--- src/rtl/core_pkg.sv ---
// Shared RV32 front-end types: instruction word, queue entry and imem request/response payloads.
package core_pkg;

    localparam int unsigned XLEN_DEFAULT = 32;
    localparam int unsigned ILEN         = 32;

    typedef logic [ILEN-1:0]         instr_t;
    typedef logic [XLEN_DEFAULT-1:0] addr_t;

    localparam instr_t NOP = 32'h0000_0013;

    typedef struct packed {
        addr_t  pc;
        instr_t instr;
    } fq_entry_t;

    typedef struct packed {
        logic  valid;
        addr_t addr;
    } imem_req_t;

    typedef struct packed {
        logic   valid;
        instr_t data;
    } imem_resp_t;

endpackage

--- src/rtl/sync_fifo.sv ---
// Single-clock FIFO with registered storage, flush and occupancy count; head is valid while count != 0.
module sync_fifo #(
    parameter int unsigned WIDTH = 8,
    parameter int unsigned DEPTH = 4
) (
    input  logic                       clock,
    input  logic                       reset,
    input  logic                       push,
    input  logic [WIDTH-1:0]           push_data,
    input  logic                       pop,
    input  logic                       flush,
    output logic [$clog2(DEPTH+1)-1:0] count,
    output logic [WIDTH-1:0]           head
);

    localparam int unsigned AW = (DEPTH > 1) ? $clog2(DEPTH) : 1;
    localparam int unsigned CW = $clog2(DEPTH + 1);

    logic [WIDTH-1:0] mem [DEPTH];
    logic [AW-1:0]    rd_ptr;
    logic [AW-1:0]    wr_ptr;
    logic             do_push;
    logic             do_pop;

    // Pointers wrap explicitly so non-power-of-two depths also work.
    function automatic logic [AW-1:0] bump(input logic [AW-1:0] p);
        return (p == AW'(DEPTH - 1)) ? '0 : p + AW'(1);
    endfunction

    assign do_pop  = pop && (count != '0);
    assign do_push = push && ((count != CW'(DEPTH)) || do_pop);

    always_ff @(posedge clock) begin
        if (reset || flush) begin
            rd_ptr <= '0;
            wr_ptr <= '0;
            count  <= '0;
        end else begin
            if (do_push) wr_ptr <= bump(wr_ptr);
            if (do_pop)  rd_ptr <= bump(rd_ptr);
            count <= count + CW'(do_push) - CW'(do_pop);
        end
    end

    always_ff @(posedge clock) begin
        if (do_push && !flush && !reset) mem[wr_ptr] <= push_data;
    end

    assign head = mem[rd_ptr];

endmodule

--- src/rtl/fetch_queue.sv ---
// Decoupled instruction fetch: pipelined imem requests, per-request PC tracking,
// buffered {pc, instr} queue toward decode, and redirect with flush of buffered and in-flight fetches.
module fetch_queue
    import core_pkg::*;
#(
    parameter int unsigned     XLEN            = XLEN_DEFAULT,
    parameter int unsigned     DEPTH           = 4,
    parameter int unsigned     MAX_OUTSTANDING = 2,
    parameter logic [XLEN-1:0] RESET_PC        = '0
) (
    input  logic                       clock,
    input  logic                       reset,
    input  logic                       set_PC,
    input  logic [XLEN-1:0]            new_PC,
    output logic                       imem_req_valid,
    input  logic                       imem_req_ready,
    output logic [XLEN-1:0]            imem_req_addr,
    input  logic                       imem_resp_valid,
    input  instr_t                     imem_resp_data,
    output logic                       instr_valid,
    input  logic                       instr_ready,
    output instr_t                     instr,
    output logic [XLEN-1:0]            PC_out,
    output logic [$clog2(DEPTH+1)-1:0] count
);

    localparam int unsigned OW = $clog2(MAX_OUTSTANDING + 1);
    localparam int unsigned SW = $clog2(DEPTH + MAX_OUTSTANDING + 1);
    localparam int unsigned EW = XLEN + ILEN;

    logic [XLEN-1:0] fetch_pc;
    logic [OW-1:0]   outstanding;
    logic [OW-1:0]   drop_cnt;
    logic [OW-1:0]   tracker_count;
    logic [XLEN-1:0] tracked_pc;
    logic [EW-1:0]   queue_head;
    logic            may_issue;
    logic            req_fire;
    logic            resp_live;
    logic            queue_pop;

    // The tracker holds exactly the live (non-dropped) in-flight requests,
    // so count + tracker_count is the reserved queue space.
    assign may_issue = (outstanding < OW'(MAX_OUTSTANDING))
                    && ((SW'(count) + SW'(tracker_count)) < SW'(DEPTH));

    assign imem_req_valid = may_issue && !set_PC && !reset;
    assign imem_req_addr  = fetch_pc;
    assign req_fire       = imem_req_valid && imem_req_ready;
    assign resp_live      = imem_resp_valid && (drop_cnt == '0) && !set_PC;
    assign queue_pop      = instr_valid && instr_ready && !set_PC;

    always_ff @(posedge clock) begin
        if (reset) begin
            fetch_pc    <= RESET_PC;
            outstanding <= '0;
            drop_cnt    <= '0;
        end else begin
            outstanding <= outstanding + OW'(req_fire) - OW'(imem_resp_valid);
            if (set_PC) begin
                fetch_pc <= {new_PC[XLEN-1:2], 2'b00};
                drop_cnt <= outstanding - OW'(imem_resp_valid);
            end else begin
                if (req_fire) fetch_pc <= fetch_pc + XLEN'(4);
                if (imem_resp_valid && (drop_cnt != '0)) drop_cnt <= drop_cnt - OW'(1);
            end
        end
    end

    sync_fifo #(.WIDTH(XLEN), .DEPTH(MAX_OUTSTANDING)) u_pc_tracker (
        .clock     (clock),
        .reset     (reset),
        .push      (req_fire),
        .push_data (fetch_pc),
        .pop       (resp_live),
        .flush     (set_PC),
        .count     (tracker_count),
        .head      (tracked_pc)
    );

    sync_fifo #(.WIDTH(EW), .DEPTH(DEPTH)) u_instr_queue (
        .clock     (clock),
        .reset     (reset),
        .push      (resp_live),
        .push_data ({tracked_pc, imem_resp_data}),
        .pop       (queue_pop),
        .flush     (set_PC),
        .count     (count),
        .head      (queue_head)
    );

    assign instr_valid = (count != '0);
    assign instr       = instr_valid ? queue_head[ILEN-1:0] : NOP;
    assign PC_out      = queue_head[EW-1:ILEN];

endmodule

--- config.mk ---
export PLATFORM = sky130hd
export DESIGN_NAME = fetch_queue
export DESIGN_NICKNAME = d
export VERILOG_FILES = /design/src/rtl/core_pkg.sv /design/src/rtl/sync_fifo.sv /design/src/rtl/fetch_queue.sv
export SDC_FILE = /design/constraint.sdc
export NUM_CORES = 1
export LEC_CHECK = 0
export BUFFER_PORTS_ARGS = -buffer_cell sky130_fd_sc_hd__buf_2
export CAP_MARGIN = 40
export CORE_ASPECT_RATIO = 0.8
export CORE_MARGIN = 4
export CORE_UTILIZATION = 57
export CTS_BUF_LIST = sky130_fd_sc_hd__clkbuf_16
export DETAILED_ROUTE_END_ITERATION = 6
export PLACE_DENSITY = 0.74
export SLEW_MARGIN = 40
export SYNTH_ARGS = -nofsm -noshare
export SYNTH_HDL_FRONTEND = slang
export SYNTH_HIERARCHICAL = 1
export SYNTH_SLANG_ARGS = --single-unit
export TNS_END_PERCENT = 20
--- constraint.sdc ---
create_clock -name clock -period 17.3 [get_ports clock]
set_clock_uncertainty 0.2 [all_clocks]
set_input_delay 1.73 -clock clock [delete_from_list [all_inputs] [get_ports clock]]
set_output_delay 1.73 -clock clock [all_outputs]
set_load 0.01 [all_outputs]
After elaboration in Yosys (flattened, before gate mapping)
Memories as Yosys holds them, arrays and structs flattened. A register that Yosys moved wholly into a read port is not among the register bits.
Index checks and enable logic that the tools add are counted.

storage, ports and cells
  bits in registers = 47
  memory bits (writable) = 320
  bits of input ports = 70
  memories kept = 2

cells by class
  mux-type cells = 17
  $add $sub $neg = 14
  reductions and logical operators = 29
  $lt $le $gt $ge = 2
  equality and inequality tests = 4

memory list
  name               words  width  read ports  clocked after memory_dff  wr ports  line             text
  u_instr_queue.mem  4      64     1           1                         1         sync_fifo.sv:19  logic [WIDTH-1:0] mem [DEPTH];
  u_pc_tracker.mem   2      32     1           1                         1         sync_fifo.sv:19

operators with widths
  kind                                                                number
  32-bit two-way mux                                                  3
  32-bit by 3-bit adder with 32-bit output, second input constant     1
  1-bit logical AND                                                   17
  2-bit two-way mux                                                   6
  1-bit two-way mux                                                   8
  2-bit nonzero test                                                  4
  2-bit by 1-bit subtractor with 2-bit output                         3
  2-bit by 1-bit adder with 2-bit output                              2
  2-bit by 1-bit adder with 2-bit output, second input constant       2
  2-bit == test, second input constant                                2
  3-bit by 1-bit adder with 3-bit output                              1
  3-bit by 2-bit adder with 3-bit output                              1
  1-bit logical OR                                                    3
  3-bit < comparator, second input constant                           1
  3-bit != test, second input constant                                1
  3-bit nonzero test                                                  1
  3-bit by 1-bit subtractor with 3-bit output                         1
  1-bit adder, second input constant                                  2
  1-bit logical NOT                                                   2
  2-bit logical NOT                                                   1
  2-bit < comparator, second input constant                           1
  2-bit != test, second input constant                                1
  2-bit OR reduction                                                  1
  2-bit by 1-bit subtractor with 2-bit output, second input constant  1

Depth between registers and ports, before layout
Gate-level depths: netlist of run 1.

  depth after elaboration = 11
  mapped depth = 14
  depth with buffers taken out = 13

Modules after synthesis
The synthesis of run 1 kept the hierarchy.

by module, submodules not included
  module                     seq. area each (µm²)  cells each  instances  area an instance (µm²)
  sync_fifo (u_instr_queue)  7867.5                385         1          9713.1
  sync_fifo (u_pc_tracker)   2021.9                124         1          2680.1
  fetch_queue                680.7                 305         1          2386.0

Worst setup path after synthesis of run 1
OpenSTA, ideal clock, no wires.

  path kind = input-to-reg
  start point = input set_PC
  end point = memory u_pc_tracker/mem[1][0] (netlist bit) (enable)
  data arrival time = 6.052 ns
  path slack = 10.535 ns
  stages = 6
  setup time = 0.512 ns
  required time = 16.588 ns
  cell sequence = inv_1 > clkbuf_1 > buf_1 > and3_1 > o31ai_4 > nor4b_1

on the way
  longest elaborated chain between the ends = 9

ends and longest elaborated chain
  what                                     line               text
  start: declaration                       fetch_queue.sv:13  input logic set_PC,
  1-bit logical NOT                        fetch_queue.sv:50  assign resp_live = imem_resp_valid && (drop_cnt == '0) && !set_PC;
  1-bit logical AND                        fetch_queue.sv:50
  net resp_live                            fetch_queue.sv:39  logic resp_live;
  1-bit logical AND                        sync_fifo.sv:30    assign do_pop = pop && (count != '0);
  1-bit logical OR                         sync_fifo.sv:31    assign do_push = push && ((count != CW'(DEPTH)) || do_pop);
  1-bit logical AND                        sync_fifo.sv:31
  1-bit logical AND (2 in series)          sync_fifo.sv:46    if (do_push && !flush && !reset) mem[wr_ptr] <= push_data;
  1-bit two-way mux                        sync_fifo.sv:46
  1-bit two-way mux (not written as such)  sync_fifo.sv:46
  end: declaration                         sync_fifo.sv:19

The timed path passes the listed nets, and every way through them passes these cells.

Worst setup path after layout of run 1
  start point = input set_PC
  end point = register u_instr_queue.count[2]

RTL lines
  what                                         line               text
  1-bit logical NOT                            fetch_queue.sv:50
  1-bit logical AND                            fetch_queue.sv:50
  net resp_live                                fetch_queue.sv:39
  1-bit logical AND                            sync_fifo.sv:31
  3-bit by 1-bit adder with 3-bit output       sync_fifo.sv:41    count <= count + CW'(do_push) - CW'(do_pop);
  3-bit by 1-bit subtractor with 3-bit output  sync_fifo.sv:41
  end signal: assignment                       sync_fifo.sv:41
  end: declaration                             sync_fifo.sv:12    output logic [$clog2(DEPTH+1)-1:0] count,

The timed path passes the listed nets, and every way through them passes these cells.
A chain may end at the register's enable or synchronous reset.

==> results of run 1 <==
-- cells in the final DEF (no fill, tap or decap), types with 7 or more instances in the layout --
master,synthesis,routed
o311ai_0,7,7
a31oi_1,8,8
dfxtp_1,48,45
clkbuf_16,0,37
buf_2,8,165
mux2_4,30,30
xnor2_1,10,10
buf_4,4,8
nand3_1,18,18
nand2_1,39,39
nor2b_1,31,31
o211ai_1,9,9
mux4_2,64,64
nor2_1,19,17
edfxtp_1,320,320
clkinv_1,0,8
nor3_1,13,12
ha_1,15,15
nand4_1,9,9
inv_1,17,23
buf_12,0,9
a21oi_1,21,21
-- per-stage QoR --
step / std cells / total power (uW) / util / instance area [sq um] / hold WS, ps
2_1_floorplan: 819 / 1030 / - / 14800 / 242
3_3_place_gp: 1305 / 1060 / 0.625 / 15900 / 253
3_5_place_dp: 1315 / 1060 / 0.633 / 16100 / 276
4_1_cts: 1377 / 1800 / 0.677 / 17200 / 287
5_1_grt: 1377 / 1850 / 0.677 / 17200 / 306
6_report: 1378 / 1780 / 0.677 / 17200 / 290
-- state kept, by name (all words and copies together) (netlist names), 3 cells and up, named ones only --
register,cells
u_pc_tracker/mem,64
imem_req_addr,30
u_instr_queue/mem,256
u_instr_queue/count,3
-- layer usage --
metal / vias up / global-route usage / share of wire
li1: 3639 / - / -
met1: 3970 / 0.300 / 0.44
met2: 312 / 0.322 / 0.47
met3: 40 / 0.0404 / 0.069
met4: 0 / 0.0412 / 0.015
met5: - / 0 / 0
-- cell type report --
type,instances,area [sq um],share of cell area
Antenna cell,1,2.50,0.000145
Clock inverter,25,194,0.0113
Inverter,20,75.1,0.00436
Multi-Input combinational cell,392,3920,0.227
Timing Repair Buffer,184,1090,0.0634
Tap cell,351,439,0.0255
Sequential cell,368,10600,0.614
Clock buffer,37,926,0.0537
-- power by group through the flow --
stage	sequential, uW	combinational, uW	clock [uW]
5_1_grt	983	69.6	802
3_3_place_gp	1000	60.5	0
4_1_cts	982	63.3	754
6_report	982	63.0	737
3_5_place_dp	1000	62.8	0
2_1_floorplan	1000	32.4	0
-- worst max-delay path by stage --
stage | startpoint | end | slack (ps)
CTS | flip-flop | instr[4] | 12480
detailed placement | set_PC | u_instr_queue/count[2] | 12030
global placement | set_PC | u_instr_queue/count[2] | 12120
finish | set_PC | u_instr_queue/count[2] | 12460
global route | set_PC | u_instr_queue/count[2] | 12280
floorplan | set_PC | u_pc_tracker/mem[1][0] | 10540
-- worst min-delay path, delay by kind of cell (launching register included) --
kind | cells | cell delay [ps]
flip-flops | 1 | 320
AND/OR/NAND/NOR | 1 | 60
multiplexers | 1 | 60
-- cells by family after synthesis --
family                     Yosys count  synth area share
AOI/OAI and AO/OA                   78            0.0378
xor gates and xnor gates            11           0.00652
adders and majority gates           16            0.0141
buffers and inverters               59            0.0239
DFF                                368             0.715
muxes                              100             0.132
other                                1          0.000254
and+or+nand+nor                    181            0.0699
==> impl_metrics.yaml, run 1 <==
pwr:
  p_leak_uw: 0.00591
  pwr-share-seq: 0.551
  internal_power_uw: 1430
  switching_power_uw: 354
  power_density_mw_per_mm2: 103
  peakVddDrop_v: 0.0000526
  swShare: 0.199
  comb_power_share: 0.035
  clkPwrFrac: 0.413
worst_setup_path:
  critical_path.cell_chain: "buf_2 > buf_4 > inv_1 > buf_4 > and3_1 > o41a_1 > inv_1 > ha_1 > inv_1 > ha_1 > inv_1 > fa_1 > xnor2_1 > xnor2_1 > and2_1"
  cp.arrival_ps: 5030
  cp_num_cells: 15
  path_common_cell: "inv_1"
  critPathBufInv: 7
  crit_family: "buffers and inverters"
  cpPeakStageDelay_ps: 410
  crit_type: "input port to flip-flop"
  r2r-end: "u_instr_queue/count[2]"
  slowest_stage: "o41a_1"
  rr_worst_depth: 13
  rrSetupSlack_ps: 14060
  cp.required_ps: 17490
  regToRegStartpoint: "u_instr_queue/count[2]"
  crit_fanout: 48
  end_kind: "flip-flop"
  startpoint_type: "input port"
logic_synthesis:
  synthCells: 814
  synth_area_sq_mm: 0.0148
  synth-edff-count: 320
  ys_warn_count: 6
  yosys_most_used_dff: "edfxtp_1"
  avgSynthCellArea_sq_um: 18.2
  ys_seq_elements: 368
  ys_types: 64
  synth_top_area_frac: 0.650
  yosysMostFrequentCell: "edfxtp_1"
  yosysSeqAreaShare: 0.715
  synth_commonest_cells: "320 x edfxtp_1, 64 x mux4_2, 48 x dfxtp_1"
  ys_async_sr_fraction: 0
  synth.largest_area_cell: "edfxtp_1"
  synth.area.top_cells: "edfxtp_1 65%, mux4_2 9.8%, dfxtp_1 6.5%, mux2_4 3.0%, nor2b_1 1.3%"
place:
  hpwlAfterDp_mm: 18.8
  place_ws_ps: 12030
  routabilityCongestion: 0.806
  port_buffers: 166
clock_tree:
  cts_tree: "done"
  cts_buffers: 36
  clkTransAtPathRegs_ps: 60
  hold_buffers: 0
  cts.sinks: 368
  cts_buffer_depth: 3
  post_cts_buffers: 0
  cts-resized-gates: 0
  htree_levels: 2
  root_buffer: "clkbuf_16"
  clk_latency_ps: 500
floorplan:
  num_io_pins: 171
  initial_core_util: 0.581
  coreArea_sq_mm: 0.0254
  die-width_um: 188
  fp.dieArea_sq_mm: 0.0286
  chipHeight_um: 152
  rows: 52
timing:
  finalSetupViolations: 0
  maxSlewHeadroom: 0.535
  tightestPinTransition_ps: 692
  finalCritPeriodShare: 0.280
  fin_ws_ps: 12460
  max_freq_mhz: 207
  post-route-min-period_ps: 4840
  finalSetupTns_ps: 0
  finalMaxSlewViolations: 0
  hold_viol_final: 0
  rsz0062_at_grt: "no"
route:
  first_pass_iters: 5
  wire_per_inst_um: 21.0
  drcViolationCount: 0
  wirelength_mm: 28.9
  viasPerCell: 5.78
  vias: 7961
  drt_iter0_drc: 574
  final_antenna_net_count: 0
min_path:
  hold_start: "u_pc_tracker/wr_ptr"
  hold_path_depth: 2
  hp-class: "flip-flop to flip-flop"
  whs_endpoint: "u_pc_tracker/wr_ptr"
grt:
  grt_pass1_wl_mm: 45.9
  grt_max_degree: 49
  grt.overflow.total: 0
  grtUsageTotal: 0.203
  grt_pass1_vias: 7971
  antenna_found_initial: 0
finish:
  area_growth_pct: 16.6
  fillers: 1700
  nets: 1088
  drive_gt1_frac: 0.350
outcome:
  outcome: "finished, final reports clean"
flow_run:
  drv_cap: 0
Power figures use the tool's default switching activity.
==> run 2: changes to the inputs <==
Settings changed: CORE_UTILIZATION 57 to 53, PLACE_DENSITY 0.74 to 0.72.
Clock period 17.3 ns to 4 ns, I/O delays scaled along.
==> run 2 against run 1 <==
Against the previous run:
- combinational power grew to 5.0 times the previous value
- sequential share of layout area is 2.0 points lower
- wire length grew 2.6%
- flip-flop and latch count did not move
- worst setup slack worse by 12000 ps
- utilization fell by 2.7 points
- via count grew 1.9%
- global-route usage down 0.88 points
- final cell count is 4.9% higher
==> impl_metrics.yaml, run 2 (same netlist as run 1, synthesis figures left out) <==
route:
  met2_length_mm: 13.1
  final_antenna_net_count: 0
  top_layer: "met4"
  drt-met1-wl_mm: 13.8
  wire_per_inst_um: 20.6
  drcViolationCount: 0
  first_pass_iters: 4
  wirelength_mm: 29.7
  viasPerCell: 5.62
  wl_met3_mm: 2.35
  drt_iter0_drc: 477
  vias: 8114
floorplan:
  initial_core_util: 0.540
  die-width_um: 195
  chipHeight_um: 157
  coreArea_sq_mm: 0.0274
  rows: 54
  num_io_pins: 171
  fp.dieArea_sq_mm: 0.0306
finish:
  diodes: 0
  final_area_sq_mm: 0.0178
  final_cell_mix: "320 x edfxtp_1, 166 x buf_2, 64 x mux4_2"
  stdcell_count: 1445
  nets: 1147
  fillers: 1872
  area_growth_pct: 20.4
  top_register: "u_instr_queue/mem"
  final_util: 0.650
  drive_gt1_frac: 0.335
  largest_reg_flops: 256
  final_common_cell: "edfxtp_1"
worst_setup_path:
  rr_worst_depth: 13
  rrSetupSlack_ps: 900
  crit_type: "flip-flop to output pin"
  cp.required_ps: 3400
  crit_fanout: 34
  startpoint_type: "flip-flop"
  cp.arrival_ps: 2510
  regToRegStartpoint: "u_instr_queue/count[2]"
  end_kind: "output pin"
  r2r-end: "u_instr_queue/count[2]"
clock_tree:
  root_buffer: "clkbuf_16"
  cts_tree: "done"
  clkTransAtPathRegs_ps: 60
  htree_levels: 2
  clk_latency_ps: 500
  cts_buffer_depth: 3
  cts_buffers: 37
  cts.sinks: 368
place:
  routabilityCongestion: 0.827
  place_area_sq_mm: 0.0161
  dp.cells: 1331
  port_buffers: 166
  place_ws_ps: 940
  hpwlAfterDp_mm: 18.7
pwr:
  pwr-share-seq: 0.540
  internal_power_uw: 6340
  comb_power_share: 0.040
  p_leak_uw: 0.00617
  swShare: 0.195
  switching_power_uw: 1540
  peakVddDrop_v: 0.000302
  power_density_mw_per_mm2: 443
  clkPwrFrac: 0.420
grt:
  grt.overflow.total: 0
  grt_pass1_vias: 8160
  grtUsageTotal: 0.194
  antenna_found_initial: 0
  grt_max_degree: 65
  grt_pass1_wl_mm: 46.8
timing:
  post-route-min-period_ps: 3110
  finalSetupViolations: 0
  finalCritPeriodShare: 0.777
  hold_viol_final: 0
  rsz0062_at_grt: "no"
  finalSetupTns_ps: 0
  max_freq_mhz: 322
  finalMaxSlewViolations: 0
  fin_ws_ps: 891
  maxSlewHeadroom: 0.522
  tightestPinTransition_ps: 716
outcome:
  outcome: "finished, final reports clean"
min_path:
  whs_endpoint: "imem_req_addr[7]"
  hp-class: "input port to flip-flop"
  hold_path_depth: 3
  hold_start: "new_PC[7]"
flow_run:
  drv_cap: 0
run 2: cell types whose count changed in the layout (fill, tap and decap cells not counted), sizes merged:
cell         change
bufinv           +2
diode            -1
dlygate4sd3     +55
buf              +3
clkinvlp         -3
inv              -2
run 2: routing by layer:
layer | vias up | GRT usage
met4 | 0 | 0.0445
met3 | 44 | 0.0434
met2 | 314 | 0.293
met1 | 4009 | 0.295
met5 | - | 0
li1 | 3747 | -
run 2: what timing repair did:
action                                  in CTS  in global routing
setup buffers                                0                  0
hold buffers                                55                  0
endpoints found under the setup margin       0                  0
hold endpoints to repair                   151                  0
gates resized for setup                      0                  0
run 2: worst max-delay path by stage:
stage / to / slack [ps] / cells after the start
finish: instr[6] / 890 / 4
global route: instr[6] / 680 / 4
CTS: instr[6] / 790 / 4
detailed placement: u_instr_queue/count[2] / 940 / 13
global placement: u_instr_queue/count[2] / 990 / 13
floorplan: u_instr_queue/mem[3][0] / 230 / 6
run 2: final cells by class:
| cell class | instances | area, sq um | area share |
|---|---|---|---|
| Clock inverter | 22 | 229 | 0.0129 |
| Inverter | 20 | 75.1 | 0.00422 |
| Clock buffer | 37 | 926 | 0.0520 |
| Tap cell | 364 | 455 | 0.0256 |
| Multi-Input combinational cell | 392 | 3930 | 0.221 |
| Sequential cell | 368 | 10600 | 0.595 |
| Timing Repair Buffer | 242 | 1600 | 0.0900 |
run 2: power by group through the flow:
stage / Sequential (uW) / Combinational [uW] / Clock [uW]
after CTS: 4250 / 315 / 3390
after global routing: 4260 / 347 / 3570
after detailed placement: 4330 / 272 / 0
after floorplan: 4320 / 141 / 0
final: 4250 / 315 / 3310
after global placement: 4330 / 265 / 0
run 2: worst max-delay path, stage by stage, from the launching register on:
cell     delay, ps
dfxtp_4        810
buf_4          350
mux4_2         520
nor2b_1        150
buf_2          160
run 2: through the flow:
step	total power [uW]	hold slack, ps
finish	7880	14.2
global route	8170	35.6
CTS	7960	12.0
detailed placement	4600	274
global placement	4590	268
floorplan	4460	248
